===== src/rtl/secure_key_fetch_if.sv =====
// Request/response handshake and secure_memory bus bundle for secure_key_fetch.
// Ports:
//   slave  : view taken by secure_key_fetch. It receives requests and lc_state, and it
//            drives the responses and the memory strobes.
//   master : view taken by the requester and the memory model, with the opposite directions.
// Parameters: WIDTH (data word width), ADDR_W (slot index width).
interface secure_key_fetch_if #(
  parameter int unsigned WIDTH  = 256,
  parameter int unsigned ADDR_W = 3
);
  logic              req_valid;
  logic              req_ready;
  logic              req_write;
  logic [ADDR_W-1:0] req_slot;
  logic [WIDTH-1:0]  req_wdata;
  logic [1:0]        lc_state;
  logic              rsp_valid;
  logic              rsp_ready;
  logic [WIDTH-1:0]  rsp_data;
  logic [1:0]        rsp_err;
  logic              mem_rd_en;
  logic              mem_wr_en;
  logic [ADDR_W-1:0] mem_addr;
  logic [WIDTH-1:0]  mem_wrData;
  logic [WIDTH-1:0]  mem_rdData;
  logic              mem_rdData_valid;
  logic              busy;

  modport slave (
    input  req_valid, req_write, req_slot, req_wdata, lc_state, rsp_ready,
           mem_rdData, mem_rdData_valid,
    output req_ready, rsp_valid, rsp_data, rsp_err, mem_rd_en, mem_wr_en,
           mem_addr, mem_wrData, busy
  );

  modport master (
    output req_valid, req_write, req_slot, req_wdata, lc_state, rsp_ready,
           mem_rdData, mem_rdData_valid,
    input  req_ready, rsp_valid, rsp_data, rsp_err, mem_rd_en, mem_wr_en,
           mem_addr, mem_wrData, busy
  );
endinterface


===== src/rtl/secure_key_fetch.sv =====
// Policy-checked access front-end for secure_memory.
// The block takes one read or write request at a time and checks it against a snapshot
// of the lifecycle state. It then drives the memory strobes and returns the data or an
// error code. Key data is cleared from rsp_data after the response handshake.
// Ports:
//   clk : clock, rising edge
//   rst : asynchronous reset, active-high
//   bus : secure_key_fetch_if.slave. It carries:
//           - req_* valid/ready request, and lc_state
//           - rsp_* valid/ready response with data and a 2-bit error code
//                   (00 ok, 01 denied, 10 timeout)
//           - mem_* secure_memory strobes and read-back
//           - busy, which is high whenever the block is not IDLE
// Every output comes from a register.
module secure_key_fetch #(
  parameter int unsigned WIDTH   = 256,
  parameter int unsigned LENGTH  = 8,
  parameter int unsigned TIMEOUT = 16
) (
  input  logic               clk,
  input  logic               rst,
  secure_key_fetch_if.slave  bus
);

  localparam int unsigned ADDR_W = (LENGTH > 1) ? $clog2(LENGTH) : 1;
  localparam int unsigned CNT_W  = 8;
  localparam logic [CNT_W-1:0] CNT_LAST = CNT_W'(TIMEOUT - 1);

  localparam logic [1:0] ERR_OK      = 2'b00;
  localparam logic [1:0] ERR_DENIED  = 2'b01;
  localparam logic [1:0] ERR_TIMEOUT = 2'b10;

  typedef enum logic [2:0] {
    IDLE  = 3'd0,
    CHECK = 3'd1,
    RD    = 3'd2,
    WR    = 3'd3,
    RESP  = 3'd4
  } state_t;

  state_t            state_q, state_d;

  // Request captured at acceptance
  logic              wr_q, wr_d;
  logic [ADDR_W-1:0] slot_q, slot_d;
  logic [WIDTH-1:0]  wdata_q, wdata_d;
  logic [1:0]        lc_q, lc_d;
  logic [CNT_W-1:0]  cnt_q, cnt_d;

  // Output registers
  logic              req_ready_q, req_ready_d;
  logic              busy_q, busy_d;
  logic              rsp_valid_q, rsp_valid_d;
  logic [WIDTH-1:0]  rsp_data_q, rsp_data_d;
  logic [1:0]        rsp_err_q, rsp_err_d;
  logic              mem_rd_en_q, mem_rd_en_d;
  logic              mem_wr_en_q, mem_wr_en_d;
  logic [ADDR_W-1:0] mem_addr_q, mem_addr_d;
  logic [WIDTH-1:0]  mem_wdata_q, mem_wdata_d;

  logic              allowed;
  logic              rd_hit;

  // Access policy: slot map against the lifecycle snapshot
  function automatic logic policy_ok(input logic w, input logic [ADDR_W-1:0] s,
                                     input logic [1:0] lc);
    logic ok;
    ok = 1'b0;
    if (lc == 2'd3) begin
      ok = !w && (32'(s) == 32'd0);
    end else if (w) begin
      ok = (lc == 2'd0) && (32'(s) <= 32'd1);
    end else if (32'(s) <= 32'd1) begin
      ok = 1'b1;
    end else if (32'(s) == 32'd2) begin
      ok = (lc == 2'd1) || (lc == 2'd2);
    end else if (32'(s) == 32'd3) begin
      ok = (lc == 2'd2);
    end else begin
      // Owner-ID slots are bound one-to-one to the lifecycle phase
      ok = (32'(s) == (32'd4 + 32'(lc)));
    end
    return ok;
  endfunction

  assign allowed = policy_ok(wr_q, slot_q, lc_q);
  // A valid seen in the first RD cycle is left over from an earlier read
  assign rd_hit  = bus.mem_rdData_valid && (cnt_q != '0);

  // Next-state and next-output logic
  always_comb begin
    state_d     = state_q;
    wr_d        = wr_q;
    slot_d      = slot_q;
    wdata_d     = wdata_q;
    lc_d        = lc_q;
    cnt_d       = cnt_q;
    rsp_data_d  = rsp_data_q;
    rsp_err_d   = rsp_err_q;

    unique case (state_q)
      IDLE: begin
        if (bus.req_valid && req_ready_q) begin
          wr_d    = bus.req_write;
          slot_d  = bus.req_slot;
          wdata_d = bus.req_write ? bus.req_wdata : '0;
          lc_d    = bus.lc_state;
          state_d = CHECK;
        end
      end
      CHECK: begin
        if (!allowed) begin
          rsp_err_d  = ERR_DENIED;
          rsp_data_d = '0;
          state_d    = RESP;
        end else if (wr_q) begin
          state_d = WR;
        end else begin
          cnt_d   = '0;
          state_d = RD;
        end
      end
      WR: begin
        rsp_err_d  = ERR_OK;
        rsp_data_d = '0;
        state_d    = RESP;
      end
      RD: begin
        cnt_d = cnt_q + CNT_W'(1);
        if (rd_hit) begin
          rsp_data_d = bus.mem_rdData;
          rsp_err_d  = ERR_OK;
          state_d    = RESP;
        end else if (cnt_q == CNT_LAST) begin
          rsp_data_d = '0;
          rsp_err_d  = ERR_TIMEOUT;
          state_d    = RESP;
        end
      end
      RESP: begin
        if (bus.rsp_ready) begin
          // Scrub the key material and the write data once the consumer has taken them
          rsp_data_d = '0;
          rsp_err_d  = ERR_OK;
          wdata_d    = '0;
          state_d    = IDLE;
        end
      end
      default: begin
        state_d = IDLE;
      end
    endcase

    // The outputs are decoded from the next state, so each one is valid in the same
    // cycle as the state it belongs to.
    req_ready_d = (state_d == IDLE);
    busy_d      = (state_d != IDLE);
    rsp_valid_d = (state_d == RESP);
    mem_rd_en_d = (state_d == RD);
    mem_wr_en_d = (state_d == WR);
    mem_addr_d  = ((state_d == RD) || (state_d == WR)) ? slot_q : '0;
    mem_wdata_d = (state_d == WR) ? wdata_q : '0;
  end

  // State and output registers
  always_ff @(posedge clk or posedge rst) begin
    if (rst) begin
      state_q     <= IDLE;
      wr_q        <= 1'b0;
      slot_q      <= '0;
      wdata_q     <= '0;
      lc_q        <= '0;
      cnt_q       <= '0;
      req_ready_q <= 1'b1;
      busy_q      <= 1'b0;
      rsp_valid_q <= 1'b0;
      rsp_data_q  <= '0;
      rsp_err_q   <= '0;
      mem_rd_en_q <= 1'b0;
      mem_wr_en_q <= 1'b0;
      mem_addr_q  <= '0;
      mem_wdata_q <= '0;
    end else begin
      state_q     <= state_d;
      wr_q        <= wr_d;
      slot_q      <= slot_d;
      wdata_q     <= wdata_d;
      lc_q        <= lc_d;
      cnt_q       <= cnt_d;
      req_ready_q <= req_ready_d;
      busy_q      <= busy_d;
      rsp_valid_q <= rsp_valid_d;
      rsp_data_q  <= rsp_data_d;
      rsp_err_q   <= rsp_err_d;
      mem_rd_en_q <= mem_rd_en_d;
      mem_wr_en_q <= mem_wr_en_d;
      mem_addr_q  <= mem_addr_d;
      mem_wdata_q <= mem_wdata_d;
    end
  end

  assign bus.req_ready  = req_ready_q;
  assign bus.busy       = busy_q;
  assign bus.rsp_valid  = rsp_valid_q;
  assign bus.rsp_data   = rsp_data_q;
  assign bus.rsp_err    = rsp_err_q;
  assign bus.mem_rd_en  = mem_rd_en_q;
  assign bus.mem_wr_en  = mem_wr_en_q;
  assign bus.mem_addr   = mem_addr_q;
  assign bus.mem_wrData = mem_wdata_q;

  // Memory strobe invariants
  a_excl_en: assert property (@(posedge clk) disable iff (rst)
    !(mem_rd_en_q && mem_wr_en_q));
  a_idle_bus: assert property (@(posedge clk) disable iff (rst)
    (!mem_rd_en_q && !mem_wr_en_q) |-> (mem_addr_q == '0 && mem_wdata_q == '0));

endmodule


===== src/flat_wrapper.sv =====
// flat-port wrapper written by rule: the top's interface ports become plain ports
module secure_key_fetch_flat 
#(
  parameter int unsigned WIDTH   = 256,
  parameter int unsigned LENGTH  = 8,
  parameter int unsigned TIMEOUT = 16
)
  (clk, rst, bus_req_valid, bus_req_write, bus_req_slot, bus_req_wdata, bus_lc_state, bus_rsp_ready, bus_mem_rdData, bus_mem_rdData_valid, bus_req_ready, bus_rsp_valid, bus_rsp_data, bus_rsp_err, bus_mem_rd_en, bus_mem_wr_en, bus_mem_addr, bus_mem_wrData, bus_busy);
  secure_key_fetch_if #(.WIDTH(WIDTH), .ADDR_W((3))) bus_i ();
  input  logic clk;
  input  logic rst;
  input wire logic [$bits(bus_i.req_valid)-1:0] bus_req_valid;
  input wire logic [$bits(bus_i.req_write)-1:0] bus_req_write;
  input wire logic [$bits(bus_i.req_slot)-1:0] bus_req_slot;
  input wire logic [$bits(bus_i.req_wdata)-1:0] bus_req_wdata;
  input wire logic [$bits(bus_i.lc_state)-1:0] bus_lc_state;
  input wire logic [$bits(bus_i.rsp_ready)-1:0] bus_rsp_ready;
  input wire logic [$bits(bus_i.mem_rdData)-1:0] bus_mem_rdData;
  input wire logic [$bits(bus_i.mem_rdData_valid)-1:0] bus_mem_rdData_valid;
  output wire logic [$bits(bus_i.req_ready)-1:0] bus_req_ready;
  output wire logic [$bits(bus_i.rsp_valid)-1:0] bus_rsp_valid;
  output wire logic [$bits(bus_i.rsp_data)-1:0] bus_rsp_data;
  output wire logic [$bits(bus_i.rsp_err)-1:0] bus_rsp_err;
  output wire logic [$bits(bus_i.mem_rd_en)-1:0] bus_mem_rd_en;
  output wire logic [$bits(bus_i.mem_wr_en)-1:0] bus_mem_wr_en;
  output wire logic [$bits(bus_i.mem_addr)-1:0] bus_mem_addr;
  output wire logic [$bits(bus_i.mem_wrData)-1:0] bus_mem_wrData;
  output wire logic [$bits(bus_i.busy)-1:0] bus_busy;
  assign bus_i.req_valid = bus_req_valid;
  assign bus_i.req_write = bus_req_write;
  assign bus_i.req_slot = bus_req_slot;
  assign bus_i.req_wdata = bus_req_wdata;
  assign bus_i.lc_state = bus_lc_state;
  assign bus_i.rsp_ready = bus_rsp_ready;
  assign bus_i.mem_rdData = bus_mem_rdData;
  assign bus_i.mem_rdData_valid = bus_mem_rdData_valid;
  assign bus_req_ready = bus_i.req_ready;
  assign bus_rsp_valid = bus_i.rsp_valid;
  assign bus_rsp_data = bus_i.rsp_data;
  assign bus_rsp_err = bus_i.rsp_err;
  assign bus_mem_rd_en = bus_i.mem_rd_en;
  assign bus_mem_wr_en = bus_i.mem_wr_en;
  assign bus_mem_addr = bus_i.mem_addr;
  assign bus_mem_wrData = bus_i.mem_wrData;
  assign bus_busy = bus_i.busy;
  secure_key_fetch #(.WIDTH(WIDTH), .LENGTH(LENGTH), .TIMEOUT(TIMEOUT)) u_core (.clk(clk), .rst(rst), .bus(bus_i));
endmodule

===== config.mk =====
export PLATFORM = sky130hd
export DESIGN_NAME = secure_key_fetch_flat
export DESIGN_NICKNAME = d
export VERILOG_FILES = /design/src/rtl/secure_key_fetch_if.sv /design/src/rtl/secure_key_fetch.sv /design/src/flat_wrapper.sv
export SDC_FILE = /design/constraint.sdc
export NUM_CORES = 1
export LEC_CHECK = 0
export CAP_MARGIN = 20
export CORE_AREA = 2 2 403 405
export DETAILED_ROUTE_END_ITERATION = 10
export DIE_AREA = 0 0 405 407
export SYNTH_ARGS = -nofsm -noshare
export SYNTH_HDL_FRONTEND = slang
export SYNTH_SLANG_ARGS = --single-unit

===== constraint.sdc =====
create_clock -name clk -period 50.6 [get_ports clk]
set_input_delay 10.12 -clock clk [delete_from_list [all_inputs] [get_ports clk]]
set_output_delay 10.12 -clock clk [all_outputs]
set_load 0.05 [all_outputs]

==> metrics.cfg <==
[timing]
rsz0062_at_grt = no
hold_slack_ns = 0.4472
worst_pin_slew_ns = 1.096
fin_skew_ns = 0.03881
fmax_mhz = 70.97
relSlewSlack_pct = 26.96
fin_crit_ns = 14.09
setup_tns_ns = 0
finalSetupViolations = 0
drv_slew = 0
hold_viol = 0
min_period_over_period_pct = 27.85

[synth]
post-synth-top-count-cell = dfrtp_1
synth_area_mm2 = 0.02838
async_reset_ff_share_pct = 100.0
syn_avg_cell_area_um2 = 12.05
ys_top_cells_by_area = dfrtp_1 70%, a22o_1 7.9%, nand2_1 7.1%
yosys_warnings = 0
ys.flop_type = dfrtp_1
netlist-cell-type-count = 42
synth_edf_count = 0
syn_inst = 2355
synth_top_cell_area_share_pct = 70.02
syn_nets = 2883
yosysTopAreaCell = dfrtp_1
synth_seq_cells = 795
synth_commonest_cells = 794 x dfrtp_1, 537 x nand2_1, 265 x o21ai_0
seq_area_frac_synth_pct = 70.11

[global_route]
grt_first_pass_wirelength_mm = 174.4
antenna_found_initial = 27
grt_overflow = 0
grt.total_usage_pct = 14.92
grt_pass1_vias = 22400
grt_max_degree = 199

[min_path]
hold_class = register to register

[cts]
clkTransAtPathRegs_ns = 0.06
post_cts_buffers = 0
cts.sinks = 795
clk_latency_ns = 0.70
clockBufferDepth = 3
h-tree-depth = 3
ctsResizeCount = 0
cts_root_buf = clkbuf_16
cts_buffers = 92
cts_tree = built
hold_buffers = 0

[critical_path]
worstSetupStartpointType = input pin
required_ns = 51.23
cp_cell_sequence = clkdlybuf4s50_1 -> o41ai_4 -> a21oi_2 -> a311oi_4 -> buf_4 -> buf_4 -> buf_4 -> a22o_1
end_kind = register
worst-path-buf-inv = 4
arrival_ns = 14.72
critical_path_class = input pin to register
cp_max_fo = 88
crit_family = buffers and inverters
slowest_delay_ns = 0.88
cp_common_cell = buf_4
crit_slowest_cell = buf_4

[floorplanning]
die_x_um = 405
core_mm2 = 0.1602
rows = 147
start_util_pct = 17.71
io_pins = 1045
die_h_um = 407
dieArea_mm2 = 0.1648

[detailed_routing]
first_iter_violations = 1424
drcViolationCount = 0
viasPerCell = 3.908
routed_wl_mm = 127.7
dr.pass1.iters = 5
ant_nets = 0
post_drt_wl_per_cell_um = 22.83
routed-via-count = 21860

[power]
power_density_mw_per_mm2 = 51.09
peakVddDrop_v = 0.00004352
leakagePower_nw = 19.46

[outcome]
outcome = finished clean

[cells_and_area]
nets = 3880
fin_util_pct = 27.61
drive_above_1_share_pct = 5.403
fillCellCount = 16670
fin_area_mm2 = 0.04422
area_growth_pct = 55.85

[placement]
io_buffers = 1044
place_hpwl_mm = 96.43
gp_congestion = 0.9285
place_area_mm2 = 0.04103

[flow_run]
maxCapViolations = 0

-- area by class of cell --
class / count / area, um2 / area share, %
inverters: 9 / 41.29 / 0.09336
repair buffers: 1072 / 10740 / 24.28
diodes: 10 / 25.02 / 0.05658
multi-input cells: 1382 / 7731 / 17.48
flip-flops and latches: 795 / 19900 / 44.99
clock inverters: 28 / 384.1 / 0.8686
well taps: 2160 / 2703 / 6.111
clock buffers: 138 / 2708 / 6.122
-- layer usage --
layer	part of all wire, %	GRT usage (%)	vias to the layer above	wire, um
li1	-	-	9898	-
met3	9.5	6.309	219	12100
met2	46	23.28	867	58490
met1	40	17.64	10840	50560
met5	0.16	0	-	210
met4	5.0	7.142	32	6348
-- flip-flops by register name, indices dropped and copies added (netlist names), 2 cells and up --
register               count
u_core.state_q             3
u_core.bus.mem_addr        3
u_core.slot_q              3
u_core.bus.rsp_err         2
u_core.lc_q                2
u_core.bus.rsp_data      256
u_core.bus.mem_wrData    256
u_core.cnt_q               8
u_core.wdata_q           256
-- layout by cell type (no fill, tap or decap), types with 6 or more instances in the layout --
cell / synthesis / routed
clkbuf_16: 0 / 94
diode_2: 0 / 10
clkdlybuf4s50_1: 0 / 1044
and2_1: 260 / 259
clkbuf_8: 0 / 19
a22o_1: 256 / 256
clkinv_2: 0 / 6
inv_1: 9 / 8
buf_4: 27 / 23
nand2_1: 537 / 536
clkbuf_1: 131 / 25
o21ai_0: 265 / 265
nor2_1: 11 / 10
dfrtp_1: 794 / 794
-- metrics by stage --
step | worst slack, ns | total power [mW] | std cells
2_1_floorplan | 18.16 | 1.313 | 2355
3_3_place_gp | 35.96 | 1.581 | 5415
3_5_place_dp | 35.84 | 1.595 | 5415
5_1_grt | 36.32 | 2.379 | 5588
4_1_cts | 36.61 | 2.293 | 5581
6_report | 36.51 | 2.259 | 5594
-- cells by family after synthesis --
kind of cell    share of synthesized area, %
buf+inv                                2.725
fa+ha+maj                             0.2205
xor+xnor                              0.1235
flops                                  70.11
mux                                  0.03968
simple gates                           13.65
compound gates                         13.13
-- worst paths after layout --
kind                                              end  cells past startpoint                  from  slack (ns)
min in group asynchronous    u_core.bus.rsp_data[210]                      2                   rst        9.98
hold reg to reg            u_core.bus.mem_wrData[118]                      1   u_core.wdata_q[118]        0.45
setup reg to reg             u_core.bus.rsp_data[182]                     10        u_core.lc_q[0]       45.13
setup / recovery             u_core.bus.rsp_data[182]                      8  bus_mem_rdData_valid       36.51
hold / removal             u_core.bus.mem_wrData[118]                      1   u_core.wdata_q[118]        0.45
max in group asynchronous         u_core.wdata_q[247]                      7                   rst       36.86
-- where the power goes --
| group | switching (mW) | internal (mW) |
|---|---|---|
| clock | 0.283 | 0.398 |
| combinational | 0.493 | 0.225 |
| sequential | 0.0817 | 0.779 |
| total | 0.858 | 1.40 |
Note: power is estimated with default switching activity, not from simulation.
